<file path="config.mk">
export PLATFORM = sky130hd
export DESIGN_NAME = llc_bus_ctrl
export DESIGN_NICKNAME = d
export VERILOG_FILES = /design/src/rtl/pkg_bus.sv /design/src/rtl/rr_arbiter.sv /design/src/rtl/llc_bus_ctrl.sv
export SDC_FILE = /design/constraint.sdc
export NUM_CORES = 1
export LEC_CHECK = 0
export CORE_ASPECT_RATIO = 0.6
export CORE_MARGIN = 5
export CORE_UTILIZATION = 49
export CTS_BUF_LIST = sky130_fd_sc_hd__clkbuf_16
export CTS_CLUSTER_SIZE = 40
export DETAILED_ROUTE_END_ITERATION = 7
export PLACE_DENSITY = 0.83
export SYNTH_ARGS = -nofsm -noshare
export SYNTH_HDL_FRONTEND = slang
export SYNTH_HIERARCHICAL = 1
export SYNTH_SLANG_ARGS = --single-unit
</file>
<file path="constraint.sdc">
create_clock -name clk -period 3.3 [get_ports clk]
set_clock_uncertainty 0.2 [all_clocks]
set_input_delay 0.66 -clock clk [delete_from_list [all_inputs] [get_ports clk]]
set_output_delay 0.66 -clock clk [all_outputs]
set_load 0.02 [all_outputs]
</file>
<file path="src/rtl/pkg_bus.sv">
// Shared system-bus types and helpers for the LLC bus controller and the
// schedulers that reuse its arbitration.
package pkg_bus;

   typedef enum logic [2:0] {
      OP_NOP        = 3'b000,
      OP_READ       = 3'b001,
      OP_WRITE      = 3'b010,
      OP_INVALIDATE = 3'b011,
      OP_RWIM       = 3'b100
   } bus_operation_e;

   typedef enum logic [1:0] {
      SNP_NOHIT = 2'b00,
      SNP_HIT   = 2'b01,
      SNP_HITM  = 2'b10,
      SNP_RSVD  = 2'b11
   } snoop_result_e;

   typedef struct packed {
      bus_operation_e operation;
      logic [31:0]    address;
      logic [3:0]     cache_id;
   } bus_msg_st;

   typedef enum logic [2:0] {
      ST_IDLE  = 3'd0,
      ST_ADDR  = 3'd1,
      ST_SNOOP = 3'd2,
      ST_DATA  = 3'd3,
      ST_RESP  = 3'd4
   } bus_ctrl_state_e;

   // HITM dominates HIT dominates NOHIT; the reserved code carries no hit.
   function automatic snoop_result_e merge_snoop(input snoop_result_e a, input snoop_result_e b);
      snoop_result_e res;
      if (a == SNP_HITM || b == SNP_HITM) begin
         res = SNP_HITM;
      end else if (a == SNP_HIT || b == SNP_HIT) begin
         res = SNP_HIT;
      end else begin
         res = SNP_NOHIT;
      end
      return res;
   endfunction

endpackage

</file>
<file path="src/rtl/rr_arbiter.sv">
// Combinational round-robin arbiter: grants the first requester at or after
// ptr, wrapping at N.
module rr_arbiter #(
   parameter int N     = 2,
   parameter int IDX_W = (N > 1) ? $clog2(N) : 1
) (
   input  logic [N-1:0]     req,
   input  logic [IDX_W-1:0] ptr,
   output logic [N-1:0]     grant,
   output logic [IDX_W-1:0] grant_idx
);

   logic [IDX_W:0] pos_s;
   logic           found_s;

   // Scan from the pointer; the extra pos bit absorbs the wrap before reducing mod N.
   always_comb begin
      grant     = '0;
      grant_idx = '0;
      found_s   = 1'b0;
      pos_s     = '0;
      for (int i = 0; i < N; i++) begin
         pos_s = {1'b0, ptr} + (IDX_W + 1)'(i);
         if (pos_s >= (IDX_W + 1)'(N)) begin
            pos_s = pos_s - (IDX_W + 1)'(N);
         end else begin
            pos_s = pos_s;
         end
         if (!found_s && req[pos_s[IDX_W-1:0]]) begin
            grant[pos_s[IDX_W-1:0]] = 1'b1;
            grant_idx               = pos_s[IDX_W-1:0];
            found_s                 = 1'b1;
         end else begin
            found_s = found_s;
         end
      end
   end

endmodule

</file>
<file path="src/rtl/llc_bus_ctrl.sv">
// LLC system-bus sequencer: round-robin grant, address phase, snoop collection
// and merge, data-beat counting, then a one-cycle response to the requester.
module llc_bus_ctrl
   import pkg_bus::*;
#(
   parameter int         NUM_REQ       = 2,
   parameter int         NUM_SNOOPERS  = 3,
   parameter int         DATA_BEATS    = 4,
   parameter int         SNOOP_TIMEOUT = 16,
   parameter logic [3:0] CACHE_ID      = 4'h0
) (
   input  logic                         clk,
   input  logic                         rst,
   input  logic [NUM_REQ-1:0]           req_valid,
   input  logic [NUM_REQ*3-1:0]         req_op,
   input  logic [NUM_REQ*32-1:0]        req_addr,
   output logic [NUM_REQ-1:0]           req_ready,
   output logic                         rsp_valid,
   output logic [$clog2(NUM_REQ)-1:0]   rsp_id,
   output snoop_result_e                rsp_snoop,
   output logic                         rsp_timeout,
   output logic                         bus_valid,
   output bus_msg_st                    bus_msg,
   input  logic                         bus_ack,
   input  logic [NUM_SNOOPERS-1:0]      snoop_valid,
   input  logic [NUM_SNOOPERS*2-1:0]    snoop_result,
   input  logic                         beat_done,
   output logic                         busy
);

   localparam int ID_W = $clog2(NUM_REQ);
   localparam int TO_W = $clog2(SNOOP_TIMEOUT) + 1;
   localparam int BT_W = $clog2(DATA_BEATS) + 1;

   bus_operation_e          req_op_s   [NUM_REQ];
   logic [31:0]             req_addr_s [NUM_REQ];
   snoop_result_e           snp_res_s  [NUM_SNOOPERS];

   bus_ctrl_state_e         state_r, state_s;
   bus_operation_e          op_r, op_s;
   logic [31:0]             addr_r, addr_s;
   logic [ID_W-1:0]         id_r, id_s;
   logic [ID_W-1:0]         ptr_r, ptr_s;
   logic [NUM_SNOOPERS-1:0] mask_r, mask_s;
   logic [TO_W-1:0]         cnt_r, cnt_s;
   logic [BT_W-1:0]         beat_r, beat_s;
   snoop_result_e           acc_r, acc_s;
   logic                    tmo_r, tmo_s;
   logic                    snoop_done_s;
   logic [NUM_REQ-1:0]      grant_s;
   logic [ID_W-1:0]         gidx_s;

   for (genvar g = 0; g < NUM_REQ; g++) begin : g_req
      assign req_op_s[g]   = bus_operation_e'(req_op[g*3 +: 3]);
      assign req_addr_s[g] = req_addr[g*32 +: 32];
   end

   for (genvar g = 0; g < NUM_SNOOPERS; g++) begin : g_snp
      assign snp_res_s[g] = snoop_result_e'(snoop_result[g*2 +: 2]);
   end

   rr_arbiter #(.N(NUM_REQ), .IDX_W(ID_W)) u_arb (
      .req       (req_valid),
      .ptr       (ptr_r),
      .grant     (grant_s),
      .grant_idx (gidx_s)
   );

   // Next-state and transaction-context update; req_ready is a same-cycle handshake.
   always_comb begin
      state_s      = state_r;
      op_s         = op_r;
      addr_s       = addr_r;
      id_s         = id_r;
      ptr_s        = ptr_r;
      mask_s       = mask_r;
      cnt_s        = cnt_r;
      beat_s       = beat_r;
      acc_s        = acc_r;
      tmo_s        = tmo_r;
      req_ready    = '0;
      snoop_done_s = 1'b0;
      case (state_r)
         ST_IDLE: begin
            if (|req_valid) begin
               req_ready = grant_s;
               op_s      = req_op_s[gidx_s];
               addr_s    = req_addr_s[gidx_s];
               id_s      = gidx_s;
               if (gidx_s == ID_W'(NUM_REQ - 1)) begin
                  ptr_s = '0;
               end else begin
                  ptr_s = gidx_s + ID_W'(1);
               end
               mask_s  = '0;
               cnt_s   = '0;
               beat_s  = '0;
               acc_s   = SNP_NOHIT;
               tmo_s   = 1'b0;
               state_s = ST_ADDR;
            end else begin
               state_s = ST_IDLE;
            end
         end
         ST_ADDR: begin
            if (bus_ack) begin
               state_s = ST_SNOOP;
            end else begin
               state_s = ST_ADDR;
            end
         end
         ST_SNOOP: begin
            // First strobe per snooper wins; later repeats are masked off.
            for (int i = 0; i < NUM_SNOOPERS; i++) begin
               if (snoop_valid[i] && !mask_r[i]) begin
                  mask_s[i] = 1'b1;
                  acc_s     = merge_snoop(acc_s, snp_res_s[i]);
               end else begin
                  mask_s[i] = mask_s[i];
               end
            end
            snoop_done_s = &mask_s;
            if (snoop_done_s || cnt_r == TO_W'(SNOOP_TIMEOUT - 1)) begin
               tmo_s   = ~snoop_done_s;
               state_s = (op_r == OP_INVALIDATE) ? ST_RESP : ST_DATA;
            end else begin
               cnt_s = cnt_r + TO_W'(1);
            end
         end
         ST_DATA: begin
            if (beat_done) begin
               if (beat_r == BT_W'(DATA_BEATS - 1)) begin
                  state_s = ST_RESP;
               end else begin
                  beat_s = beat_r + BT_W'(1);
               end
            end else begin
               state_s = ST_DATA;
            end
         end
         ST_RESP: begin
            state_s = ST_IDLE;
            op_s    = OP_NOP;
            addr_s  = '0;
            id_s    = '0;
            mask_s  = '0;
            cnt_s   = '0;
            beat_s  = '0;
            acc_s   = SNP_NOHIT;
            tmo_s   = 1'b0;
         end
         default: begin
            state_s = ST_IDLE;
         end
      endcase
   end

   // State and transaction context registers.
   always_ff @(posedge clk) begin
      if (rst) begin
         state_r <= ST_IDLE;
         op_r    <= OP_NOP;
         addr_r  <= '0;
         id_r    <= '0;
         ptr_r   <= '0;
         mask_r  <= '0;
         cnt_r   <= '0;
         beat_r  <= '0;
         acc_r   <= SNP_NOHIT;
         tmo_r   <= 1'b0;
      end else begin
         state_r <= state_s;
         op_r    <= op_s;
         addr_r  <= addr_s;
         id_r    <= id_s;
         ptr_r   <= ptr_s;
         mask_r  <= mask_s;
         cnt_r   <= cnt_s;
         beat_r  <= beat_s;
         acc_r   <= acc_s;
         tmo_r   <= tmo_s;
      end
   end

   // Outputs registered from the next state so they line up with the state they describe.
   always_ff @(posedge clk) begin
      if (rst) begin
         bus_valid   <= 1'b0;
         bus_msg     <= '0;
         rsp_valid   <= 1'b0;
         rsp_id      <= '0;
         rsp_snoop   <= SNP_NOHIT;
         rsp_timeout <= 1'b0;
         busy        <= 1'b0;
      end else begin
         busy      <= (state_s != ST_IDLE);
         bus_valid <= (state_s == ST_ADDR);
         rsp_valid <= (state_s == ST_RESP);
         if (state_s == ST_ADDR) begin
            bus_msg <= '{operation: op_s, address: addr_s, cache_id: CACHE_ID};
         end else begin
            bus_msg <= '0;
         end
         if (state_s == ST_RESP) begin
            rsp_id      <= id_s;
            rsp_snoop   <= acc_s;
            rsp_timeout <= tmo_s;
         end else begin
            rsp_id      <= '0;
            rsp_snoop   <= SNP_NOHIT;
            rsp_timeout <= 1'b0;
         end
      end
   end

endmodule

</file>
# ---- Yosys cells after proc, flatten, opt, wreduce, memory -nomap -nowiden
# Cells that the tools add are included.
dict set report totals {
  output_inout_bits 48
  elab_cells 158
  regBits 100
}
dict set report classes {
  muxes 67
  n_bitwise 5
  magnitude_cmp 7
  n_reduce_logical 29
  n_eq_ne 25
  n_addsub 6
}
# cell n
set op_table {}
lappend op_table {{$mux 32} 4}
lappend op_table {{$pmux 32 s2} 1}
lappend op_table {{$mux 3} 11}
lappend op_table {{$mux 2} 14}
lappend op_table {{$mux 1} 25}
lappend op_table {{$pmux 3 s3} 2}
lappend op_table {{$pmux 5 s3} 1}
lappend op_table {{$eq 2x1->1 const B} 6}
lappend op_table {{$eq 2x2->1 const B} 6}
lappend op_table {{$eq 3x2->1 const B} 4}
lappend op_table {{$pmux 3 s4} 1}
lappend op_table {{$mux 5} 2}
lappend op_table {{$reduce_bool 3->1} 3}
lappend op_table {{$ne 2x2->1 const B} 4}
lappend op_table {{$logic_or 1x1->1} 7}
lappend op_table {{$eq 3x1->1 const B} 2}
lappend op_table {{$eq 3x3->1 const B} 2}
lappend op_table {{$logic_and 1x1->1} 6}
lappend op_table {{$pmux 2 s3} 1}
lappend op_table {{$pmux 3 s2} 1}
lappend op_table {{$reduce_and 3->1} 2}
lappend op_table {{$reduce_or 2->1} 3}
lappend op_table {{$add 5x1->5 const B} 1}
lappend op_table {{$eq 5x4->1 const B} 1}
lappend op_table {{other kinds (18)} 29}

# ---- Logic depth before layout (Yosys ltp)
# Gate-level depths: netlist of the first run.
dict set report logic_depth {
  depth_word 18
  depth_mapped 8
  mapped_depth_nobuf 7
}

# ---- Hierarchy
# Netlist of the first run, hierarchy kept.
# mod n_inst area_each_um2 cells_each
set by_module_without_submodules {}
lappend by_module_without_submodules {llc_bus_ctrl 1 3841.2 434}
lappend by_module_without_submodules {rr_arbiter 1 30.0 4}

# ---- Worst setup path before layout of the first run
# OpenSTA, ideal clock, no wires.
dict set report synth_timing {
  path_type {input port to flip-flop}
  startpoint {input req_valid[1]}
  endpoint {register bus_msg[33] (netlist name)}
  path_stages 7
  setup_ps 118
  slack_ps 1017
  path_buffers 2
  required_time_ps 2982
  arrival_time_ps 1965
  cell_sequence {a21boi_1 -> buf_2 -> clkbuf_1 -> mux2i_1 -> nor2_1 -> a21oi_1 -> nor2_1}
}
dict set report synth_between {
  elab_chain_cells 12
  word_cells_on_any_way 21
  classes_between {eq/ne: 1; mux: 14; bitwise: 2; reduce/logical: 4}
}
# element line_no
set synth_lines {}
lappend synth_lines {{start: declaration} llc_bus_ctrl.sv:14} ;# input logic [NUM_REQ-1:0] req_valid,
lappend synth_lines {{$mux 1 (not written as such) (2 in series)} rr_arbiter.sv:29} ;# if (!found_s && req[pos_s[IDX_W-1:0]]) begin
lappend synth_lines {{$mux 1} rr_arbiter.sv:29}
lappend synth_lines {{$logic_not 1->1} rr_arbiter.sv:29}
lappend synth_lines {{$logic_and 1x1->1} rr_arbiter.sv:29}
lappend synth_lines {{$mux 1} rr_arbiter.sv:29}
lappend synth_lines {{$not 1->2 (not written as such)} llc_bus_ctrl.sv:88} ;# addr_s = req_addr_s[gidx_s];
lappend synth_lines {{$mux 32 (not written as such) (3 in series)} llc_bus_ctrl.sv:88}
lappend synth_lines {{$mux 32} llc_bus_ctrl.sv:85} ;# if (|req_valid) begin
lappend synth_lines {{$pmux 32 s2} llc_bus_ctrl.sv:83} ;# case (state_r)
lappend synth_lines {{end signal: assignment} llc_bus_ctrl.sv:200} ;# bus_msg <= '{operation: op_s, address: addr_s, cache_id: CACHE_ID};
lappend synth_lines {{end: declaration} llc_bus_ctrl.sv:23} ;# output bus_msg_st bus_msg,
# Several ways; a longest one is shown, not always the timed one. The select of a mux whose other input is x is not followed.
# A chain may end at the register's enable or synchronous reset.

# ---- Worst setup path in the final report of the first run
dict set report layout_timing {
  startpoint {input req_valid[1]}
  endpoint {output req_ready[1]}
}
dict set report layout_between {
  elab_chain_cells 8
  word_cells_on_any_way 13
  classes_between {mux: 9; bitwise: 1; reduce/logical: 3}
}
# element line_no
set layout_lines {}
lappend layout_lines {{$mux 1 (not written as such) (2 in series)} rr_arbiter.sv:29}
lappend layout_lines {{$mux 1} rr_arbiter.sv:29}
lappend layout_lines {{$logic_not 1->1} rr_arbiter.sv:29}
lappend layout_lines {{$logic_and 1x1->1} rr_arbiter.sv:29}
lappend layout_lines {{$mux 2} rr_arbiter.sv:29}
lappend layout_lines {{$mux 2 (*)} llc_bus_ctrl.sv:85}
lappend layout_lines {{$mux 2 (*)} llc_bus_ctrl.sv:83}
lappend layout_lines {{end: declaration} llc_bus_ctrl.sv:17} ;# output logic [NUM_REQ-1:0] req_ready,
# Mark *: on every way between the ends. The rest lies on a longest branch, timed or not. The select of a mux whose other input is x is not followed.

==> flow_summary_export.csv, run 1 <==
group,metric,value,unit
status,outcome,"finished, final reports clean",
synthesis,synth-edff-count,0,
routing,dr_total_vias,3422,
clock_tree,cts.sinks,96,
clock_tree,cts_resized,0,
synthesis,synth_seq_cells,96,
finish,areaGrowthSynthToFinish,41.2,%
routing,drt-initial-drc-count,207,
finish,layout.cells.non_filler,670,
routing,detail_route.wl_per_cell,14.9,um
worst_setup_path,slowest_stage,"clkdlybuf4s50_1",
clock_tree,cts-root-buf,"clkbuf_16",
floorplanning,io_pins,133,
routing,vias_per_cell,5.11,
finish,antenna_cells,0,
grt,grt.overflow.total,0,
worst_setup_path,critPathMostFrequentCell,"clkdlybuf4s50_1",
clock_tree,path_clk_slew,60,ps
worst_setup_path,critPathArrivalTime,2330,ps
grt,grt_max_degree,52,
finish,drive_gt1_share,4.80,%
placed_design,place_congestion,0.852,
grt,grt_pass1_vias,3346,
clock_tree,ctsHtreeMaxLevel,3,
synthesis,synth_flop_cell,"dfxtp_1",
routing,drc,0,
floorplanning,die_w,125,um
placed_design,placed_cells,654,
timing,timing.fmax,313,MHz
synthesis,async_flop_share,0,%
floorplanning,die_area,9840,um2
synthesis,synth_cells,438,
clock_tree,cts.path.max_buffers,2,
synthesis,ys_seq_area_share,49.6,%
timing,slew_headroom,55.1,%
timing,hold_viol_final,0,
timing,finalSetupViolCount,0,
finish,final_area,5470,um2
grt,global_route.usage.total,20.0,%
routing,postRouteAntennaNets,0,
grt,grt_antenna_before_repair,0,
power,leakagePower,0.00217,uW
placed_design,hpwl,7.29,mm
power,irDropWorstVdd,0.300,mV
timing,tightest_slew,674,ps
synthesis,avgSynthCellArea,8.84,um2
power,finalPower,2790,uW
clock_tree,cts_made_buffers,9,
timing,report.final.slew_viol_count,0,
worst_setup_path,required,2440,ps
job,max-cap-violations,0,
worst_setup_path,max_stage_delay,610,ps
clock_tree,hold_buffers,0,
synthesis,ys_warn_count,6,
worst_setup_path,critical_path_class,"input port to primary output",
synthesis,synth_area,3870,um2
timing,setup_tns,0,ps
routing,finalWirelength,10.0,mm
clock_tree,clock_latency,330,ps
worst_setup_path,critical_path_buf_inv_count,2,
power,powerDensity,511,nW/um2
floorplanning,initial_core_util,49.7,%
floorplanning,die_h,78.9,um
synthesis,synth.distinct_cells,53,
timing,fin_crit_sh,96.8,%
routing,first_pass_iters,5,
worst_setup_path,critPathTopFamily,"buffers and inverters",
worst_setup_path,path_cells,"clkdlybuf4s50_1 > nor2_1 > nor4_4 > and2_1 > clkdlybuf4s50_1",
worst_setup_path,cp-start-kind,"input port",
placed_design,place_area,5210,um2
clock_tree,cts_tree,"yes",
clock_tree,post-cts-setup-buffers,0,
worst_hold_path,hold_class,"register to register",
timing,rsz0062_at_grt,"false",
worst_setup_path,cp_max_fo,6,
placed_design,io_buffers,128,
floorplanning,rows,25,
finish,nets,646,
floorplanning,coreArea,7790,um2
timing,finalCriticalPeriod,3190,ps
grt,grt_pass1_wl,16.1,mm
worst_setup_path,crit_path_end_kind,"primary output",
[area by class of cell]
cell class,count,area (um2)
clock buffer,9,225
clock inverter,7,31.3
fill,596,2320
inverter,11,41.3
multi-input combinational,303,1750
sequential,96,1920
tap,108,135
timing repair buffer,136,1360
[metal layers]
layer	part of all wire [%]	GRT usage [%]
met5	0	0
met2	45	31.6
met1	43	25.9
met4	1.3	5.36
met3	10	7.73
[logic make-up after synthesis]
kind of cell / count (synthesis) / synth area share, %
and+or+nand+nor: 177 / 20.3
DFF: 96 / 49.6
AOI/OAI and AO/OA: 78 / 12.7
buffers and inverters: 42 / 5.72
muxes: 36 / 9.31
adders and majority gates: 5 / 1.55
xor gates and xnor gates: 3 / 0.679
other: 1 / 0.0969
[registers in the layout, indices dropped and copies added, names as in the netlist, 2 cells and up]
signal     cells
state_r        3
rsp_snoop      2
cnt_r          5
op_r           3
mask_r         3
acc_r          2
addr_r        32
beat_r         3
bus_msg       35
[power by group]
| part | total [uW] | leakage [uW] | switching, uW | internal, uW |
|---|---|---|---|---|
| clock network | 892 | 0.000130 | 397 | 495 |
| logic | 613 | 0.00125 | 327 | 286 |
| registers | 1290 | 0.000784 | 37.4 | 1250 |
[metrics by stage]
step	hold WS, ps	utilization, %	worst slack (ps)
CTS	263	70.2	86.3
global placement	241	66.9	179
global route	291	70.2	12.7
detailed placement	255	66.9	95.0
floorplan	232	-	1020
finish	258	70.2	107
[worst min-delay path: stages, from the launching register on]
cell and delay (ps):
dfxtp_1 310, nand2_1 50, a21oi_1 50
[synth_stat cells (2+ instances only)]
| cell | count | area, um2 |
|---|---|---|
| mux2i_1 | 36 | 360 |
| buf_6 | 5 | 56.3 |
| a21oi_1 | 42 | 210 |
| nand2b_1 | 8 | 50.1 |
| a211o_1 | 2 | 17.5 |
| a21boi_0 | 2 | 15.0 |
| buf_4 | 5 | 37.5 |
| ha_1 | 4 | 50.1 |
| nand3_1 | 3 | 15.0 |
| xnor2_1 | 2 | 17.5 |
| nor3_1 | 8 | 40.0 |
| nor2_1 | 129 | 484 |
| nand3b_1 | 3 | 22.5 |
| nor4_1 | 2 | 12.5 |
| buf_2 | 6 | 30.0 |
| nand2_1 | 8 | 30.0 |
| clkbuf_1 | 14 | 52.6 |
| dfxtp_1 | 96 | 1920 |
| o21ai_0 | 7 | 35.0 |
| or3_1 | 3 | 18.8 |
| a211oi_1 | 3 | 22.5 |
| and2_1 | 3 | 18.8 |
| nor4bb_1 | 2 | 20.0 |
| a22oi_1 | 5 | 37.5 |
| a21boi_1 | 2 | 15.0 |
| inv_1 | 11 | 41.3 |
[worst paths after layout]
check	start	end	slack, ps	cells past startpoint
worst max register to register	beat_r[0]	bus_msg[16]	890	7
worst min register to register	beat_r[2]	beat_r[2]	260	2
worst min-delay path	beat_r[2]	beat_r[2]	260	2
worst max-delay path	req_valid[1]	req_ready[1]	110	5
[cell usage in the layout (no fill, tap or decap), types with 2 or more instances in the layout]
| cell type | synthesis | final |
|---|---|---|
| and2_1 | 3 | 3 |
| ha_1 | 4 | 4 |
| clkinv_1 | 0 | 3 |
| dfxtp_1 | 96 | 96 |
| buf_12 | 0 | 2 |
| nand3_1 | 3 | 3 |
| a211oi_1 | 3 | 3 |
| nor3_1 | 8 | 8 |
| clkdlybuf4s50_1 | 0 | 127 |
| inv_1 | 11 | 13 |
| a21oi_1 | 42 | 42 |
| nor4_1 | 2 | 2 |
| a22oi_1 | 5 | 5 |
| a21boi_0 | 2 | 2 |
| nand2b_1 | 8 | 8 |
| nand2_1 | 8 | 8 |
| buf_4 | 5 | 6 |
| xnor2_1 | 2 | 2 |
| nor2_1 | 129 | 129 |
| a211o_1 | 2 | 2 |
| nor4bb_1 | 2 | 2 |
| or3_1 | 3 | 3 |
| o21ai_0 | 7 | 7 |
| clkbuf_16 | 0 | 9 |
| mux2i_1 | 36 | 36 |
| nand3b_1 | 3 | 3 |
| conb_1 | 1 | 4 |
Power figures use the tool's default switching activity.
==> run 2: changes to the inputs <==
--- a/config.mk
+++ b/config.mk
@@ -5,6 +5,7 @@
 export SDC_FILE = /design/constraint.sdc
 export NUM_CORES = 1
 export LEC_CHECK = 0
+export CAP_MARGIN = 20
 export CORE_ASPECT_RATIO = 0.6
 export CORE_MARGIN = 5
 export CORE_UTILIZATION = 49
==> results of run 2 <==
The final DEF is identical to that of run 1; final timing and power are the same.
==> RTL edit 1, RTL diff (settings of run 1) <==
One comparison of `cnt_r` changes from == to >=.
--- a/src/rtl/llc_bus_ctrl.sv
+++ b/src/rtl/llc_bus_ctrl.sv
@@ -122,3 +122,3 @@
             snoop_done_s = &mask_s;
-            if (snoop_done_s || cnt_r == TO_W'(SNOOP_TIMEOUT - 1)) begin
+            if (snoop_done_s || cnt_r >= TO_W'(SNOOP_TIMEOUT - 1)) begin
                tmo_s   = ~snoop_done_s;
Function: same outputs for any inputs over 10 cycles, from zero or initial values and one cycle with rst high; that may be too few to reach the edited logic, so the function may still have changed.
==> RTL edit 1 against run 1 <==
Via count rose by 1.3%. Power rose by 3.5%. Sequential cell count did not move. Synthesized cell count fell by 0.46%. Setup slack improved by 0.059 ns. Maximum frequency rose by 1.9%. Final area rose by 0.80%. Wire length rose by 0.88%. Area after synthesis fell by 0.48%. Sequential share of layout area fell by 0.28 points. Worst hold slack improved by 0.0017 ns.
==> RTL edit 1: results <==
group,metric,value,unit
logic_synthesis,ys_top_cells_by_count,"135 x nor2_1, 96 x dfxtp_1, 48 x a21oi_1",
final_layout,drive_gt1_frac,0.0587,
routing,vias,3467,
clock_tree,cts_setup_buffers,0,
worst_setup_path,crit_fanout,3,
final_layout,n_fill_cell,633,
clock_tree,clockRootBuffer,"clkbuf_16",
logic_synthesis,yosysUniqueCellTypes,51,
final_layout,seq_area,1920,um^2
hold_path,hp-start,"beat_r[2]",
routing,viasPerCell,5.17,
sta,hold_viol,0,
power_and_ir_drop,p_leak,2.19,nW
clock_tree,numCtsBuffers,9,
routing,drt_iter0_markers,342,
clock_tree,cts_resized,0,
clock_tree,clockBufferDepth,2,
logic_synthesis,ys_seq_area_frac,0.499,
placement,dpl.cell_count,654,
logic_synthesis,syn_inst,436,
placement,numPortBuffers,128,
logic_synthesis,netlist_top_cells_area,"dfxtp_1 50%, nor2_1 13%, mux2i_1 9.4%",
clock_tree,clk_latency,0.34,ns
placement,place_area,5210,um^2
logic_synthesis,async_flop_share,0,
clock_tree,clkTransAtPathRegs,0.06,ns
placement,dp_hpwl,7300,um
clock_tree,h-tree-depth,3,
global_route,track_usage,0.212,
power_and_ir_drop,vdd_drop_max,0.347,mV
routing,first_pass_iters,4,
worst_setup_path,rr_startpoint,"cnt_r[0]",
floorplanning,initial_core_util,0.497,
worst_setup_path,startpoint,"req_valid[1]",
placement,dp_slack,0.0484,ns
logic_synthesis,synth_flop_cell,"dfxtp_1",
worst_setup_path,cp.arrival,2.27,ns
final_layout,reg.largest.list,"bus_msg x35, addr_r x32, cnt_r x5",
sta,maxSlewHeadroom,0.572,
placement,routabilityCongestion,0.834,
global_route,grt_pass1_wl,16800,um
logic_synthesis,ys_warn_count,6,
hold_path,min_path_type,"reg2reg",
run_status,status,"complete, no violations",
global_route,antenna_found_initial,0,
routing,drt_wl_total,10100,um
global_route,grt_max_degree,40,
-- RTL edit 1: worst paths after layout --
| path | end | slack (ns) | cells after the start |
|---|---|---|---|
| max | req_ready[0] | 0.17 | 5 |
| min | beat_r[2] | 0.26 | 2 |
| max reg2reg | busy | 0.87 | 8 |
| min reg2reg | beat_r[2] | 0.26 | 2 |
-- RTL edit 1: worst max-delay path, stage by stage --
cell and delay (ns):
clkdlybuf4s50_1 0.49, nor2_1 0.07, nor4_2 0.23, and2_1 0.19
clkdlybuf4s50_1 0.63
-- RTL edit 1: kinds of logic after synthesis --
| logic type | synth area share |
|---|---|
| adder cells (fa/ha/maj) | 0.0130 |
| AND/OR/NAND/NOR | 0.211 |
| multiplexers | 0.0935 |
| other | 0.000973 |
| flip-flops | 0.499 |
| AO/OA/AOI/OAI | 0.131 |
| buffers and inverters | 0.0513 |
-- RTL edit 1: cell type report --
| type | instances | area share |
|---|---|---|
| Antenna cell | 1 | 0.000454 |
| Multi-Input combinational cell | 304 | 0.322 |
| Clock inverter | 7 | 0.0116 |
| Inverter | 10 | 0.00681 |
| Sequential cell | 96 | 0.349 |
| Timing Repair Buffer | 136 | 0.245 |
| Tap cell | 108 | 0.0245 |
| Clock buffer | 9 | 0.0409 |
-- RTL edit 1: power breakdown --
part	switching (W)	internal, W
registers	0.0000367	0.00125
logic	0.000323	0.000279
clock network	0.000423	0.000580
total	0.000782	0.00211
-- RTL edit 1: routing by layer --
layer,wire length (um),global-route usage,part of all wire,up-vias
met5,0,0,0,-
met4,186,0.0755,0.018,0
met3,776,0.0755,0.077,22
met2,4600,0.334,0.46,115
met1,4530,0.270,0.45,1607
li1,-,-,-,1723
==> RTL edit 2, RTL diff (settings of run 1) <==
Without the edit above. Set the parameter `NUM_SNOOPERS` to 5 (it was 3).
--- a/src/rtl/llc_bus_ctrl.sv
+++ b/src/rtl/llc_bus_ctrl.sv
@@ -6,3 +6,3 @@
    parameter int         NUM_REQ       = 2,
-   parameter int         NUM_SNOOPERS  = 3,
+   parameter int         NUM_SNOOPERS  = 5,
    parameter int         DATA_BEATS    = 4,
Ports: changed (resized snoop_result and snoop_valid); port bits go from 133 to 139. The function was not compared with the original's and may differ.
==> RTL edit 2 against run 1 <==
Non-clock buffer count is 7 higher. Critical path type unchanged. Final area is 6.8% higher. Sequential cell count increased by 2. First-iteration DRC count up 34%. Global-route usage is 1.8 points higher. Clock power is 27% higher. Via count increased by 9.3%. Power increased by 11%. Combinational power rose by 5.7%. Area after synthesis up 4.7%. Wire length grew 12%. Setup slack got worse by 0.0049 ns. Count of clock-buffer cells in the layout unchanged.
==> RTL edit 2: results <==
group,metric,value,unit
hold_path,hp-start,"addr_r[15]",
placement,routabilityCongestion,0.874,
logic_synthesis,synth_flop_cell,"dfxtp_1",
sta,tightest_slew,0.857,ns
logic_synthesis,yosysUniqueCellTypes,55,
worst_setup_path,max_stage_delay,0.61,ns
logic_synthesis,synth_compound_area_frac,0.151,
logic_synthesis,synth_xor_area_frac,0.00432,
final_layout,n_fill_cell,598,
power_and_ir_drop,p_leak,2.28,nW
final_layout,drive_gt1_frac,0.0599,
run_status,status,"complete, no violations",
placement,numPortBuffers,134,
final_layout,area_delta_synth_final,44.0,%
placement,dpl.cell_count,693,
placement,dp_slack,0.115,ns
worst_setup_path,rr_startpoint,"acc_r[1]",
final_layout,reg.largest.list,"bus_msg x35, addr_r x32",
routing,wl_met3,1090,um
routing,drt_iter0_markers,277,
sta,period_needed,3.20,ns
power_and_ir_drop,vdd_drop_max,0.469,mV
logic_synthesis,avgSynthCellArea,8.66,um^2
clock_tree,clockBufferDepth,2,
worst_setup_path,startpoint,"req_valid[0]",
global_route,track_usage,0.218,
hold_path,min_path_type,"reg2reg",
placement,dp_hpwl,8040,um
routing,met1_length,4900,um
global_route,grt_max_degree,41,
logic_synthesis,synth_mux_area_frac,0.0914,
logic_synthesis,ys_top_cells_by_count,"136 x nor2_1, 98 x dfxtp_1, 45 x a21oi_1",
logic_synthesis,synth_fa_ha_area_frac,0.0123,
routing,first_pass_iters,5,
routing,routedWlPerCell,15.7,um
placement,place_area,5510,um^2
logic_synthesis,netlist.area_leader.share,0.484,
worst_setup_path,crit_fanout,5,
worst_setup_path,cp.arrival,2.34,ns
logic_synthesis,netlist_top_cells_area,"dfxtp_1 48%, nor2_1 13%, mux2i_1 9.1%",
routing,drt_wl_total,11200,um
routing,vias,3740,
final_layout,n_antenna_cell,0,
global_route,grt_pass1_vias,3644,
logic_synthesis,ys_seq_area_frac,0.484,
global_route,grt_pass1_wl,17800,um
routing,wl_met2,5090,um
global_route,antenna_found_initial,0,
logic_synthesis,async_flop_share,0,
RTL edit 2: cell count changes in the layout (fill, tap and decap cells not counted), moves of 3 or more:
cell	delta
a21oi_1	+3
a22oi_1	+3
a31oi_1	+4
clkdlybuf4s50_1	+6
clkinv_1	-3
nand4_1	+3
nor2_1	+7
nor2b_1	+7
RTL edit 2: power by group:
| part | switching, W | total [W] | internal [W] |
|---|---|---|---|
| combinational | 0.000350 | 0.000648 | 0.000297 |
| sequential | 0.0000372 | 0.00131 | 0.00127 |
| clock | 0.000456 | 0.00113 | 0.000672 |
RTL edit 2: worst paths after layout:
check	end	slack [ns]	depth (start not counted)
worst max-delay path	req_ready[1]	0.10	5
worst min-delay path	addr_r[15]	0.28	2
worst max register to register	acc_r[0]	0.70	7
worst min register to register	addr_r[15]	0.28	2
RTL edit 2: cell type report:
cell class / count / area share
Sequential cell: 98 / 0.336
Multi-Input combinational cell: 331 / 0.334
Timing Repair Buffer: 143 / 0.243
Clock buffer: 9 / 0.0386
Tap cell: 108 / 0.0232
Clock inverter: 7 / 0.0174
Inverter: 13 / 0.00836
RTL edit 2: per-layer routing:
layer,vias up,GRT usage
li1,1849,-
met1,1742,0.282
met2,141,0.348
met3,8,0.0797
met4,0,0.0503
met5,-,0
RTL edit 2: worst min-delay path, delay by kind of cell (launching register included):
| kind | cells | cell delay [ns] |
|---|---|---|
| AOI/OAI and AO/OA | 1 | 0.07 |
| DFF | 1 | 0.31 |
| and+or+nand+nor | 1 | 0.07 |
RTL edit 2: kinds of logic after synthesis:
group | after synthesis
simple gates | 192
fa+ha+maj | 4
xor+xnor | 2
buf+inv | 42
flops | 98
mux | 37
other cells | 1
compound gates | 92
